## config.mk

```make
export PLATFORM = sky130hd
export DESIGN_NAME = fib_calc
export DESIGN_NICKNAME = d
export VERILOG_FILES = /design/src/rtl/fib_pkg.sv /design/src/rtl/fib_calc.sv
export SDC_FILE = /design/constraint.sdc
export NUM_CORES = 1
export LEC_CHECK = 0
export ABC_CLOCK_PERIOD_IN_PS = 3300
export CELL_PAD_IN_SITES_DETAIL_PLACEMENT = 1
export CELL_PAD_IN_SITES_GLOBAL_PLACEMENT = 1
export CORE_ASPECT_RATIO = 1.2
export CORE_MARGIN = 4
export CORE_UTILIZATION = 35
export DETAILED_ROUTE_END_ITERATION = 6
export PLACE_DENSITY_LB_ADDON = 0.05
export SLEW_MARGIN = 20
export SYNTH_ARGS = -nofsm -noshare
export SYNTH_HDL_FRONTEND = slang
export SYNTH_SLANG_ARGS = --single-unit
```

## constraint.sdc

```tcl
create_clock -name clk -period 3.3 [get_ports clk]
set_clock_uncertainty 0.1 [all_clocks]
set_input_delay 0.33 -clock clk [delete_from_list [all_inputs] [get_ports clk]]
set_output_delay 0.33 -clock clk [all_outputs]
set_load 0.02 [all_outputs]
```

## src/rtl/fib_pkg.sv

```systemverilog
// Shared types and default constants for the iterative Fibonacci calculator.
package fib_pkg;

  typedef enum logic [1:0] {
    idle,
    op,
    done
  } fib_state_t;

  localparam int unsigned FIB_N_W   = 8;
  localparam int unsigned FIB_F_W   = 14;
  localparam int unsigned FIB_F_MAX = 9999;

endpackage

```

## src/rtl/fib_calc.sv

```systemverilog
// Iterative Fibonacci FSMD: one addition per clock, result saturates at F_MAX
// with an overflow flag so it always fits the 4-digit BCD display path.
module fib_calc
  import fib_pkg::*;
#(
  parameter int unsigned N_W   = FIB_N_W,
  parameter int unsigned F_W   = FIB_F_W,
  parameter int unsigned F_MAX = FIB_F_MAX
) (
  input  logic           clk,
  input  logic           reset,
  input  logic           start,
  input  logic [N_W-1:0] n_in,
  output logic           ready,
  output logic           done_tick,
  output logic           overflow,
  output logic [F_W-1:0] fib_out
);

  localparam logic [F_W:0]   F_MAX_EXT = (F_W+1)'(F_MAX);
  localparam logic [N_W-1:0] N_ONE     = N_W'(1);

  fib_state_t     state_reg, state_next;
  logic [N_W-1:0] n_reg, n_next;
  logic [F_W-1:0] t0_reg, t0_next;
  logic [F_W-1:0] t1_reg, t1_next;
  logic           ovf_reg, ovf_next;
  logic [F_W:0]   sum;

  always_ff @(posedge clk) begin
    if (reset) begin
      state_reg <= idle;
      n_reg     <= '0;
      t0_reg    <= '0;
      t1_reg    <= '0;
      ovf_reg   <= 1'b0;
    end else begin
      state_reg <= state_next;
      n_reg     <= n_next;
      t0_reg    <= t0_next;
      t1_reg    <= t1_next;
      ovf_reg   <= ovf_next;
    end
  end

  // Sum is one bit wider than the operands so the saturation compare never wraps.
  assign sum = {1'b0, t0_reg} + {1'b0, t1_reg};

  always_comb begin
    state_next = state_reg;
    n_next     = n_reg;
    t0_next    = t0_reg;
    t1_next    = t1_reg;
    ovf_next   = ovf_reg;
    unique case (state_reg)
      idle: begin
        if (start) begin
          n_next     = n_in;
          t0_next    = '0;
          t1_next    = F_W'(1);
          ovf_next   = 1'b0;
          state_next = op;
        end
      end
      op: begin
        if (n_reg == '0) begin
          t1_next    = '0;
          state_next = done;
        end else if (n_reg == N_ONE) begin
          state_next = done;
        end else if (sum > F_MAX_EXT) begin
          t1_next    = F_W'(F_MAX);
          ovf_next   = 1'b1;
          state_next = done;
        end else begin
          t0_next = t1_reg;
          t1_next = sum[F_W-1:0];
          n_next  = n_reg - N_ONE;
        end
      end
      done: begin
        state_next = idle;
      end
      default: begin
        state_next = idle;
      end
    endcase
  end

  assign ready     = (state_reg == idle);
  assign done_tick = (state_reg == done);
  assign overflow  = ovf_reg;
  assign fib_out   = t1_reg;

endmodule

```

==> run summary <==
The worst endpoint required time came out at 3.36 ns. In this run the tightest slew margin relative to its limit is 52.8%. The cell type group with the largest total delay on the critical path is simple AND/OR/NAND/NOR gates.

The clock passes through at most 2 buffers. The number of distinct library cells after synthesis is 64. The maximum clock frequency came out at 326 MHz. The final weighted congestion in routability-driven placement is 0.822. The root buffer cell chosen for the clock tree is sky130_fd_sc_hd__clkbuf_8. The detailed router finished its first iteration with 215 violations. The global routing stage identified its most utilized layer as met2.

The cell area power density is 358 nW/µm². STA classifies the critical path startpoint as a flop. The synthesis-stage register bit count is 39. The initial antenna violation count is 0. The standby leakage power came out at 1.39 nW. The largest fanout on the critical path is 8. The final net count is 421. In this run, synthesis inferred 0 flip-flops with an integrated enable.

The overall global routing resource usage is 20.2%. At the worst endpoint, the arrival time is 3.13 ns. The overall die width came out at 90.9 µm.

The number of pins with negative max-slew slack in the final report came out at 0. The count of yosys warnings during synthesis came out at 0. After legalization and detailed placement, the total HPWL measured 7240 µm. The combined area of all synthesized cells is 2890 µm². The number of top-level pins came out at 28. The post-synth net total came out at 380.

The global routing met2 resource utilization is 35.6%. The pin count of the biggest net entering global routing came out at 18. The worst hold path belongs to the class flop to flop. The max-cap violation count is 0. The ratio of final minimum period to clock period came out at 93.0%. Global routing consumed, on the met3 layer, 2.03% of the routing resources. The clock slew at the register clock pins of the worst setup and hold paths came out at 0.08 ns. The mean cell area of the mapped netlist came out at 8.22 µm². The via count of the first global-routing pass came out at 3061. The via count came out at 2921.

The floorplan die height is 107 µm. The cell-internal power came out at 870 µW. The largest single stage delay on the critical path is 0.41 ns. The total non-filler cell area in the finished layout came out at 3560 µm². The category of the worst setup path capture point is a flop.

The quantity of I/O buffers inserted on ports is 27. The quantity of hold-fixing buffers added after cts is 0. The average vias per placed instance is 5.99. The routing usage on met1 came out at 25.9%.

The share of async-settable or async-resettable flops after synthesis came out at 0%. The number of endpoints with negative hold slack in the final report is 0. The most common cell after layout, fill and taps aside is sky130_fd_sc_hd__dfxtp_1. The number of buffers added by the clock tree synthesis step is 5. The maximum vdd drop came out at 0.000278 V. TritonCTS built the clock tree. The worst hold margin is 0.371 ns. 0 antenna diodes ended up in the layout. The overflow left after global routing is 0. The layout-stage area growth over the synthesis result came out at 23.2%. Among the stages of the critical path, the cell type that occurs most often is sky130_fd_sc_hd__buf_4. Combinational cells account for 26.2% of the total power. The share of final-layout standard cells stronger than drive strength 1 came out at 15.8%.

The slowest cell on the critical path is sky130_fd_sc_hd__fa_1. The critical path is of the flop to flop type. The sequential share of the synthesized area is 27.1%. Setup repair after global routing could not meet its margin everywhere.

The global-route wire length before repair is 15900 µm. The number of buffers and inverters on the critical path is 3. The slew at the pin with the worst max-slew slack is 0.708 ns.

Of the total power, the clock network draws 32.8%. The row count came out at 36. The final critical delay including setup and external delays is 3.07 ns. In the synthesized netlist the dominant register cell turns out to be sky130_fd_sc_hd__dfxtp_1. Once detail routing completed, the nets flagged for antenna violations numbered 0. The count of H-tree levels built during CTS is 2.

The floorplan step defined a die boundary enclosing 9770 µm². Once the floorplan was initialized, standard cells occupied 35.8% of the core. The number of cells produced by synthesis came out at 351. Before antenna repair, the detailed router went through 4 iterations. The TritonCTS sink count is 39.

Walking the worst path, the cells encountered are ha_1 -> inv_1 -> fa_1 -> nor2b_2 -> o31a_1 -> o21ai_0 -> buf_4 -> xor2_1 -> nor2_2 -> nand4_1 -> a31oi_2 -> buf_4 -> o32ai_1. The switching power share of the total came out at 31.6%. Summed over all nets, the switching power comes to 403 µW. The final count of negative-setup-slack endpoints is 0. The total wire length is 9610 µm. The wire length per cell is 19.7 µm. In the layout the commonest cells are sky130_fd_sc_hd__dfxtp_1 (38), sky130_fd_sc_hd__buf_4 (30), sky130_fd_sc_hd__nor2_1 (28). Sequential cells account for 41.0% of the total power. The flow ran to the end, and the final reports show no timing, DRC or antenna violations. The total DRC errors in the routed layout came out at 0. Setup slack on the worst reg-to-reg path comes out at 0.23 ns. The clock reaches the later pin of the worst-skew pair after 0.29 ns.

The floorplan step defined a core boundary enclosing 8060 µm². The post-placement cell area is 3380 µm².
==> power by group through the flow <==
stage / sequential, mW / clock [mW] / combinational, mW
floorplan: 0.531 / 0 / 0.212
global placement: 0.533 / 0 / 0.328
detailed placement: 0.534 / 0 / 0.332
CTS: 0.523 / 0.429 / 0.335
global route: 0.527 / 0.441 / 0.372
finish: 0.522 / 0.417 / 0.333
==> tightest hold or removal path: stages, from the launching register on <==
cell and delay [ns]:
sky130_fd_sc_hd__dfxtp_1 0.32, sky130_fd_sc_hd__inv_1 0.05, sky130_fd_sc_hd__o41ai_1 0.06
==> kinds of logic (layout without fill, tap and decap cells) <==
kind of cell	after synthesis	after routing	synth area share (%)
compound gates	119	119	32.8
simple gates	119	119	21.9
buf+inv	47	89	7.46
flops	39	39	27.1
fa+ha+maj	18	18	8.07
xor+xnor	8	8	2.43
mux	1	1	0.347
==> final timing paths <==
| path | end | from | depth (start not counted) |
|---|---|---|---|
| worst min-delay path | t0_reg[6] | t0_reg[6] | 2 |
| worst max register to register | n_reg[2] | fib_out[0] | 13 |
| worst max-delay path | n_reg[2] | fib_out[0] | 13 |
| worst min register to register | t0_reg[6] | t0_reg[6] | 2 |
==> per-layer routing <==
layer | part of all wire, % | vias to the layer above
li1 | - | 1435
met1 | 47 | 1434
met2 | 49 | 38
met3 | 2.6 | 14
met4 | 2.1 | 0
met5 | 0 | -
==> Yosys cell counts (all sizes together), types with 3 or more instances <==
cell     count  area share [%]
a21oi       25             5.0
a22o         8             2.4
a31oi        7             1.7
a32o         4             1.4
and2         3            0.65
and3         6             1.3
and4         3            0.91
buf         13             3.0
clkbuf      11             1.4
dfxtp       39              27
ha          17             7.4
inv         23             3.0
nand2       27             3.8
nand2b       4            0.87
nand3        9             1.7
nand4       10             2.2
nand4b       3            0.91
nor2        29             3.8
nor2b        5             1.1
nor3         3            0.52
nor4         6             1.3
o2111ai     14             4.2
o211ai       5             1.3
o21a         4             1.0
o21ai       12             2.1
o32ai        6             1.8
o41ai       15             4.8
or3          3            0.65
xor2         6             1.8
==> timing repair <==
item,CTS,global route
pin swaps,0,3
gates resized for setup,1,10
endpoints found under the setup margin,11,27
gates cloned,0,0
buffers inserted,0,2
==> final cells by class <==
type                       instances  area (µm²)
clock buffer                       6        82.6
clock inverter                     2        35.0
fill                             961        4510
inverter                          23        86.3
multi-input combinational        265        1940
sequential                        39         782
tap                               95         119
timing repair buffer              58         515
==> metrics by stage <==
stage	total power [mW]	utilization [%]	setup WS (ns)	instances	setup TNS (ns)
5_1_grt	1.34	44.1	-0.00871	488	-0.00871
3_3_place_gp	0.861	41.9	0.0511	478	0
2_1_floorplan	0.742	-	0.329	351	0
3_5_place_dp	0.866	41.9	-0.0112	478	-0.0242
4_1_cts	1.29	43.4	0.0868	486	0
6_report	1.27	44.1	0.232	488	0
(Power assumes the default switching activity.)
